==> src/rtl/apb_req_arbiter_if.sv <==
`default_nettype none
// ============================================================================
// Module      : apb_req_arbiter_if
// Description : APB3 bus bundle between the requester arbiter and the slave
//               fabric.
//               master modport : psel/penable/pwrite/paddr/pwdata out,
//                                prdata/pready/pslverr in
//               slave  modport : the mirror image
// Revision    : 1.0 - initial release
// ============================================================================
interface apb_req_arbiter_if;
   logic        psel;
   logic        penable;
   logic        pwrite;
   logic [31:0] paddr;
   logic [31:0] pwdata;
   logic [31:0] prdata;
   logic        pready;
   logic        pslverr;

   modport master (
      output psel, penable, pwrite, paddr, pwdata,
      input  prdata, pready, pslverr
   );

   modport slave (
      input  psel, penable, pwrite, paddr, pwdata,
      output prdata, pready, pslverr
   );
endinterface
`default_nettype wire

==> src/rtl/apb_req_arbiter.sv <==
`default_nettype none
// ============================================================================
// Module      : apb_req_arbiter
// Description : Round-robin arbiter sharing one APB3 master port between two
//               byte-wide requesters (m0 host path, m1 I2C bridge). It runs a
//               full SETUP/ACCESS transfer with wait states and a timeout, and
//               returns rdata/done/err to the granted requester.
// Ports       : pclk, prst_n (async, active-low)
//               m0_* / m1_* : req/write/addr/wdata in, rdata/done/err out
//               apb         : APB3 master modport (bus towards the slaves)
//               busy        : high while in SETUP or ACCESS
// Revision    : 1.0 - initial release
// ============================================================================
module apb_req_arbiter #(
   parameter int TIMEOUT = 16,
   parameter int CNT_W   = 8
) (
   input  wire                logic pclk,
   input  wire                logic prst_n,
   input  wire                logic m0_req,
   input  wire                logic m0_write,
   input  wire                logic [7:0] m0_addr,
   input  wire                logic [7:0] m0_wdata,
   output logic [7:0]         m0_rdata,
   output logic               m0_done,
   output logic               m0_err,
   input  wire                logic m1_req,
   input  wire                logic m1_write,
   input  wire                logic [7:0] m1_addr,
   input  wire                logic [7:0] m1_wdata,
   output logic [7:0]         m1_rdata,
   output logic               m1_done,
   output logic               m1_err,
   apb_req_arbiter_if.master  apb,
   output logic               busy
);

   localparam logic [1:0] S_IDLE   = 2'd0;
   localparam logic [1:0] S_SETUP  = 2'd1;
   localparam logic [1:0] S_ACCESS = 2'd2;

   localparam logic [CNT_W-1:0] c_TO_LAST = CNT_W'(TIMEOUT - 1);

   logic [1:0]       r_state;
   logic             r_psel;
   logic             r_penable;
   logic             r_pwrite;
   logic [7:0]       r_paddr;
   logic [7:0]       r_pwdata;
   logic             r_busy;
   logic             r_last_gnt;   // also the grant of the transfer in flight
   logic [CNT_W-1:0] r_cnt;
   logic             r_done0, r_done1;
   logic             r_err0,  r_err1;
   logic [7:0]       r_rdata0, r_rdata1;

   // A requester whose done is still high cannot win again this cycle; this
   // gives it time to drop req and enforces alternation under contention.
   logic w_elig0, w_elig1, w_win;
   logic w_tout, w_finish, w_err;
   logic [7:0] w_rd;

   assign w_elig0 = m0_req & ~r_done0;
   assign w_elig1 = m1_req & ~r_done1;
   // Winner index: m1 if only m1 eligible, or both eligible and m0 went last.
   assign w_win   = w_elig1 & (~w_elig0 | ~r_last_gnt);

   assign w_tout   = ~apb.pready & (r_cnt == c_TO_LAST);
   assign w_finish = apb.pready | w_tout;
   assign w_err    = w_tout | apb.pslverr;
   assign w_rd     = w_tout ? 8'h00 : apb.prdata[7:0];

   always_ff @(posedge pclk or negedge prst_n) begin
      if (!prst_n) begin
         r_state    <= S_IDLE;
         r_psel     <= 1'b0;
         r_penable  <= 1'b0;
         r_pwrite   <= 1'b0;
         r_paddr    <= 8'h00;
         r_pwdata   <= 8'h00;
         r_busy     <= 1'b0;
         r_last_gnt <= 1'b1;
         r_cnt      <= '0;
         r_done0    <= 1'b0;
         r_done1    <= 1'b0;
         r_err0     <= 1'b0;
         r_err1     <= 1'b0;
         r_rdata0   <= 8'h00;
         r_rdata1   <= 8'h00;
      end else begin
         r_done0 <= 1'b0;
         r_done1 <= 1'b0;
         case (r_state)
            S_IDLE: begin
               r_penable <= 1'b0;
               if (w_elig0 | w_elig1) begin
                  r_pwrite   <= w_win ? m1_write : m0_write;
                  r_paddr    <= w_win ? m1_addr  : m0_addr;
                  r_pwdata   <= w_win ? m1_wdata : m0_wdata;
                  r_psel     <= 1'b1;
                  r_busy     <= 1'b1;
                  r_last_gnt <= w_win;
                  r_state    <= S_SETUP;
               end else begin
                  r_psel <= 1'b0;
                  r_busy <= 1'b0;
               end
            end
            S_SETUP: begin
               r_penable <= 1'b1;
               r_cnt     <= '0;
               r_state   <= S_ACCESS;
            end
            S_ACCESS: begin
               if (w_finish) begin
                  r_psel    <= 1'b0;
                  r_penable <= 1'b0;
                  r_busy    <= 1'b0;
                  r_state   <= S_IDLE;
                  if (r_last_gnt) begin
                     r_done1 <= 1'b1;
                     r_err1  <= w_err;
                     if (!r_pwrite) r_rdata1 <= w_rd;
                  end else begin
                     r_done0 <= 1'b1;
                     r_err0  <= w_err;
                     if (!r_pwrite) r_rdata0 <= w_rd;
                  end
               end else begin
                  r_cnt <= r_cnt + 1'b1;
               end
            end
            default: begin
               r_psel    <= 1'b0;
               r_penable <= 1'b0;
               r_busy    <= 1'b0;
               r_state   <= S_IDLE;
            end
         endcase
      end
   end

   assign apb.psel    = r_psel;
   assign apb.penable = r_penable;
   assign apb.pwrite  = r_pwrite;
   assign apb.paddr   = {24'h0, r_paddr};
   assign apb.pwdata  = {24'h0, r_pwdata};
   assign busy        = r_busy;
   assign m0_done     = r_done0;
   assign m0_err      = r_err0;
   assign m0_rdata    = r_rdata0;
   assign m1_done     = r_done1;
   assign m1_err      = r_err1;
   assign m1_rdata    = r_rdata1;

   // Only the low byte of read data is meaningful to byte-wide requesters.
   logic w_unused;
   assign w_unused = &{1'b0, apb.prdata[31:8]};

endmodule
`default_nettype wire

==> src/flat_wrapper.sv <==
// flat-port wrapper written by rule: the top's interface ports become plain ports
module apb_req_arbiter_flat 
#(
   parameter int TIMEOUT = 16,
   parameter int CNT_W   = 8
)
  (pclk, prst_n, m0_req, m0_write, m0_addr, m0_wdata, m0_rdata, m0_done, m0_err, m1_req, m1_write, m1_addr, m1_wdata, m1_rdata, m1_done, m1_err, busy, apb_psel, apb_penable, apb_pwrite, apb_paddr, apb_pwdata, apb_prdata, apb_pready, apb_pslverr);
  apb_req_arbiter_if apb_i ();
  input  wire                logic pclk;
  input  wire                logic prst_n;
  input  wire                logic m0_req;
  input  wire                logic m0_write;
  input  wire                logic [7:0] m0_addr;
  input  wire                logic [7:0] m0_wdata;
  output logic [7:0] m0_rdata;
  output logic m0_done;
  output logic m0_err;
  input  wire                logic m1_req;
  input  wire                logic m1_write;
  input  wire                logic [7:0] m1_addr;
  input  wire                logic [7:0] m1_wdata;
  output logic [7:0] m1_rdata;
  output logic m1_done;
  output logic m1_err;
  output logic busy;
  output wire logic [$bits(apb_i.psel)-1:0] apb_psel;
  output wire logic [$bits(apb_i.penable)-1:0] apb_penable;
  output wire logic [$bits(apb_i.pwrite)-1:0] apb_pwrite;
  output wire logic [$bits(apb_i.paddr)-1:0] apb_paddr;
  output wire logic [$bits(apb_i.pwdata)-1:0] apb_pwdata;
  input wire logic [$bits(apb_i.prdata)-1:0] apb_prdata;
  input wire logic [$bits(apb_i.pready)-1:0] apb_pready;
  input wire logic [$bits(apb_i.pslverr)-1:0] apb_pslverr;
  assign apb_psel = apb_i.psel;
  assign apb_penable = apb_i.penable;
  assign apb_pwrite = apb_i.pwrite;
  assign apb_paddr = apb_i.paddr;
  assign apb_pwdata = apb_i.pwdata;
  assign apb_i.prdata = apb_prdata;
  assign apb_i.pready = apb_pready;
  assign apb_i.pslverr = apb_pslverr;
  apb_req_arbiter #(.TIMEOUT(TIMEOUT), .CNT_W(CNT_W)) u_core (.pclk(pclk), .prst_n(prst_n), .m0_req(m0_req), .m0_write(m0_write), .m0_addr(m0_addr), .m0_wdata(m0_wdata), .m0_rdata(m0_rdata), .m0_done(m0_done), .m0_err(m0_err), .m1_req(m1_req), .m1_write(m1_write), .m1_addr(m1_addr), .m1_wdata(m1_wdata), .m1_rdata(m1_rdata), .m1_done(m1_done), .m1_err(m1_err), .apb(apb_i), .busy(busy));
endmodule
==> config.mk <==
export PLATFORM = sky130hd
export DESIGN_NAME = apb_req_arbiter_flat
export DESIGN_NICKNAME = d
export VERILOG_FILES = /design/src/rtl/apb_req_arbiter_if.sv /design/src/rtl/apb_req_arbiter.sv /design/src/flat_wrapper.sv
export SDC_FILE = /design/constraint.sdc
export NUM_CORES = 1
export LEC_CHECK = 0
export CORE_UTILIZATION = 37
export CTS_CLUSTER_DIAMETER = 40
export DETAILED_ROUTE_END_ITERATION = 16
export PLACE_DENSITY = 0.9
export RECOVER_POWER = 50
export SLEW_MARGIN = 10
export SYNTH_ARGS = -nofsm -noshare
export SYNTH_HDL_FRONTEND = slang
export SYNTH_SLANG_ARGS = --single-unit
==> constraint.sdc <==
create_clock -name pclk -period 1.9 [get_ports pclk]
set_input_delay 0.38 -clock pclk [delete_from_list [all_inputs] [get_ports pclk]]
set_output_delay 0.38 -clock pclk [all_outputs]
set_load 0.05 [all_outputs]
# Word-level counts from Yosys, hierarchy flattened

Index checks and enable logic that the tools add are counted.

Input port bits: 72
Word-level logic and storage cells: 65
Output and inout port bits: 88
Register bits: 50

Mux-type cells: 19
$add $sub $neg: 1
Bitwise gates (word level): 15
Reduce and logical (&&, ||, !) cells: 10
Equal/unequal tests: 6

Operator list:

| cell                  | count |
|---|---|
| $mux W8               | 4 |
| $pmux W8 S2           | 1 |
| $mux W1               | 9 |
| $add A8 B1 Y8 const B | 1 |
| $eq A8 B4 Y1 const B  | 1 |
| $reduce_and A2 Y1     | 4 |
| $reduce_and A4 Y1     | 2 |
| $not A1 Y1            | 7 |
| $pmux W2 S3           | 1 |
| $reduce_and A3 Y1     | 2 |
| $and A1 B1 Y1         | 4 |
| $mux W2               | 2 |
| $ne A2 B1 Y1 const B  | 2 |
| $or A1 B1 Y1          | 4 |
| $pmux W1 S3           | 1 |
| $eq A2 B1 Y1 const B  | 1 |
| $eq A2 B2 Y1 const B  | 1 |
| $logic_not A2 Y1      | 1 |
| $ne A2 B2 Y1 const B  | 1 |
| $pmux W1 S2           | 1 |
| $reduce_bool A2 Y1    | 1 |

# Longest topological paths before layout

Word-level depth: 6
Mapped depth: 6
Mapped depth without buffers: 5

# Worst setup path before layout

No wires, ideal clock.

Path type: register to register
From: reg u_core.r_done1 (netlist: u_core.m1_done)
To: reg u_core.r_pwdata[5]
Path buffers: 2
Setup time: 0.136 ns
Data arrival time: 1.658 ns
Required time: 1.764 ns
Cell stages (with the launch flop): 7
Period minus slack after synthesis: 1.794 ns
Path slack: 0.106 ns
Path through: dfrtp_1 > nor2b_1 > a21bo_2 > buf_2 > buf_2 > mux2i_1 > o21ai_0

Longest elaborated chain between the ends: 4
Elaborated cells on any way between the ends: 6

RTL lines:

| what                                                 | line                                         | text |
|---|---|---|
| start, declared                                      | apb_req_arbiter.sv:53                        | `logic r_done0, r_done1;` |
| start signal, assigned                               | apb_req_arbiter.sv:85                        | `r_done1 <= 1'b0;` |
| start signal, assigned                               | apb_req_arbiter.sv:92                        | `r_done1 <= 1'b0;` |
| start signal, assigned                               | apb_req_arbiter.sv:121                       | `r_done1 <= 1'b1;` |
| $not A1 Y1 (*)                                       | apb_req_arbiter.sv:64                        | `assign w_elig1 = m1_req & ~r_done1;` |
| $and A1 B1 Y1 (*)                                    | apb_req_arbiter.sv:64                        |  |
| $and A1 B1 Y1 / $or A1 B1 Y1 (equally long branches) | apb_req_arbiter.sv:66, apb_req_arbiter.sv:96 |  |
| $mux W8 / $reduce_and A2 Y1 (equally long branches)  | --                                           |  |
| end signal, assigned                                 | apb_req_arbiter.sv:99                        | `r_pwdata <= w_win ? m1_wdata : m0_wdata;` |
| end, declared                                        | apb_req_arbiter.sv:49                        | `logic [7:0] r_pwdata;` |

Every way passes the cells marked *; elsewhere a longest branch is shown, timed or not.
A chain may end at the register's enable or synchronous reset.

# Worst setup path in the final report

From: reg u_core.r_pwdata[5]
To: out apb_pwdata[5]

RTL lines:

| what          | line               | text |
|---|---|---|
| end, declared | flat_wrapper.sv:30 | `output wire logic [$bits(apb_i.pwdata)-1:0] apb_pwdata;` |

No word-level cell between the ends.

==> results.sh <==
export IMPL_status="complete, but fails checks"
export IMPL_failed_checks="DRC"
export IMPL_fin_crit_sh_pct=97.5
export IMPL_p_leak_nw=1.72
export IMPL_place_hpwl_mm=4.24
export IMPL_core_area_um2=6490
export IMPL_cp_slowest_cell="clkdlybuf4s50_1"
export IMPL_crit_chain="clkdlybuf4s50_1"
export IMPL_io_buffers=87
export IMPL_crit_required_ps=1520
export IMPL_syn_area_um2=2540
export IMPL_stdcell_count=413
export IMPL_layout_min_cycle_time_ps=1850
export IMPL_via_count=1975
export IMPL_power_frac_seq_pct=30.6
export IMPL_clkLatencyLatePin_ps=300
export IMPL_grt_use_total_pct=16.5
export IMPL_die_area_um2=7200
export IMPL_fp_dieW_um=84.9
export IMPL_rows=29
export IMPL_slowest_delay_ps=820
export IMPL_syn2layout_area_growth_pct=35.3
export IMPL_grt_pass1_wl_mm=9.32
export IMPL_clkPwrFrac_pct=12.9
export IMPL_placed_area_um2=3370
export IMPL_end_kind="primary output"
export IMPL_hold_class="in -> async"
export IMPL_crit_fanout=2
export IMPL_maxCapViolations=0
export IMPL_antenna_found_initial=0
export IMPL_crit_path_start_kind="flop"
export IMPL_yosysWarnings=0
export IMPL_crit_family="buffers and inverters"
export IMPL_ant_nets=0
export IMPL_cp_arrival_ps=1470
export IMPL_ys_seq_area_share_pct=49.3
export IMPL_ioPinCount=160
export IMPL_drt_iter0_markers=102
export IMPL_synth_distinct_cells=34
export IMPL_drv_slew=0
export IMPL_tightestPinTransition_ps=995
export IMPL_fin_skew_ps=12.9
export IMPL_gp_congestion=0.750
export IMPL_grt_overflow=0
export IMPL_syn_area_per_cell_um2=10.6
export IMPL_synth_seq_cells=50
export IMPL_combPwrFrac_pct=56.6
export IMPL_cts_hold_buf=0
export IMPL_htreeDepth=2
export IMPL_rsz0062_at_grt="false"
export IMPL_hold_viol=0
export IMPL_max_freq_mhz=540
export IMPL_post_place_cells=405
export IMPL_swShare_pct=50.0
export IMPL_nFillCells=602
export IMPL_slew_headroom_pct=33.7
export IMPL_nets=408
export IMPL_synth_cells=240
export IMPL_finish_utilization_pct=52.9
export IMPL_drive_gt1_share_pct=6.55
export IMPL_worst_setup_path_type="reg -> out"
export IMPL_chipHeight_um=84.9
export IMPL_cp_num_buf_inv=1
export IMPL_floorplan_initialDensity_pct=39.1
export IMPL_cts_buffers=5
export IMPL_design_area_um2=3440
export IMPL_setup_viol=0
export IMPL_cts_tree="done"
export IMPL_drt_pass1_iter_count=11
export IMPL_postCtsSetupBuffers=0
export IMPL_clk_path_buf_depth=2
export IMPL_drc=9
export IMPL_clkSinkCount=50
export IMPL_via_per_inst=4.78
export IMPL_first_global_vias=2031
export IMPL_power_density_nw_per_um2=1680
export IMPL_p_switching_mw=2.89
export IMPL_clk_pin_slew_ps=100
export IMPL_antennaDiodeCount=0
export IMPL_wire_per_inst_um=13.6
export IMPL_p_int_mw=2.89
export IMPL_drt_total_wl_mm=5.60
export IMPL_ir_worst_vdd_mv=0.738
export IMPL_clk_root_buffer_cell="clkbuf_8"
export IMPL_grt_max_degree=37
## layout make-up
cell class | count | area, um2 | area share (%)
multi-input combinational | 177 | 1060 | 30.8
timing repair buffer | 97 | 905 | 26.3
tap | 77 | 96.3 | 2.80
sequential | 50 | 1250 | 36.4
inverter | 4 | 15.0 | 0.437
clock buffer | 6 | 72.6 | 2.11
clock inverter | 2 | 37.5 | 1.09
## power by group through the flow
stage | sequential [mW] | clock (mW) | combinational (mW)
after global placement | 1.78 | 0 | 3.37
after floorplan | 3.08 | 0 | 1.04
after CTS | 1.79 | 0.773 | 3.44
after global routing | 1.84 | 0.824 | 3.46
final | 1.77 | 0.744 | 3.27
after detailed placement | 1.80 | 0 | 3.44
## layout by cell type, fill, tap and decap left out, types with 2 or more instances in the layout
| cell | n |
|---|---|
| dlymetal6s2s_1 | 12 |
| clkbuf_8 | 5 |
| dfrtp_1 | 49 |
| a21o_1 | 2 |
| nand2b_1 | 3 |
| a32o_1 | 18 |
| inv_1 | 4 |
| mux2i_1 | 19 |
| nor2_1 | 5 |
| or3_1 | 2 |
| buf_4 | 8 |
| nand2_1 | 27 |
| clkbuf_1 | 14 |
| nor3_1 | 4 |
| a21oi_1 | 3 |
| clkdlybuf4s50_1 | 62 |
| conb_1 | 48 |
| nand3_1 | 8 |
| o21ai_0 | 21 |
| nand4_1 | 2 |
| nor2b_1 | 2 |
## worst paths after layout
kind | start | end | slack (ps) | depth (start not counted)
setup / recovery | u_core.r_pwdata[5] | apb_pwdata[5] | 50 | 1
hold / removal | prst_n | u_core.m0_rdata[3] | 210 | 1
setup reg to reg | u_core.r_cnt[0] | u_core.m0_rdata[4] | 100 | 5
hold reg to reg | u_core.r_pwdata[3] | u_core.r_pwdata[3] | 480 | 2
max in group asynchronous | prst_n | u_core.r_pwdata[2] | 350 | 2
min in group pclk | u_core.r_pwdata[3] | u_core.r_pwdata[3] | 480 | 2
## flip-flops by register name, indices dropped and copies added (netlist names), 2 cells and up
register         cells
u_core.r_cnt         8
u_core.r_paddr       8
u_core.r_pwdata      8
u_core.r_state       2
u_core.m0_rdata      8
u_core.m1_rdata      8
## cell families after synthesis
| group | share of synthesized area, % |
|---|---|
| adders and majority gates | 0.493 |
| DFF | 49.3 |
| xor gates and xnor gates | 0.345 |
| AOI/OAI and AO/OA | 14.1 |
| buffers and inverters | 16.2 |
| muxes | 7.93 |
| and+or+nand+nor | 11.4 |
| other | 0.148 |
## timing repair
item,in CTS,in global routing
hold endpoints to repair,0,0
gates resized for setup,0,20
endpoints found under the setup margin,0,21
## stage by stage
stage | setup slack [ps] | setup TNS, ps | power, mW | hold slack, ps
global placement | -129 | -1840 | 5.15 | 340
floorplan | 106 | 0 | 4.12 | 84.4
global route | 0.840 | 0 | 6.12 | 275
CTS | 2.91 | 0 | 6.00 | 9.01
finish | 48.3 | 0 | 5.79 | 205
detailed placement | -223 | -2970 | 5.24 | 351
## synth_stat cells
cell type,n,area [um2]
buf_4,49,368
dfrtp_1,49,1230
nand2_1,27,101
o21ai_0,20,100
mux2i_1,19,190
a32o_1,18,180
nand3_1,8,40.0
clkbuf_1,5,18.8
nor2_1,5,18.8
inv_1,4,15.0
nor3_1,4,20.0
a21oi_1,3,15.0
nand2b_1,3,18.8
a21o_1,2,15.0
buf_2,2,10.0
nand4_1,2,12.5
nor2b_1,2,12.5
or3_1,2,12.5
a21bo_2,1,10.0
a21o_4,1,15.0
and3_1,1,6.26
and4_1,1,8.76
and4b_1,1,10.0
conb_1,1,3.75
dfstp_2,1,26.3
ha_1,1,12.5
mux2_1,1,11.3
nand3b_1,1,7.51
nor3_2,1,10.0
o21ai_1,1,5.00
o22a_1,1,8.76
o32a_1,1,10.0
or3b_4,1,11.3
xnor2_1,1,8.76
## metal layers
metal	vias to the layer above	global-route usage [%]	share of wire, %
met2	97	28.7	53
met5	-	0	0
met4	0	7.40	1.9
li1	937	-	-
met3	8	4.67	7.1
met1	933	18.9	38
Power figures use the tool's default switching activity.
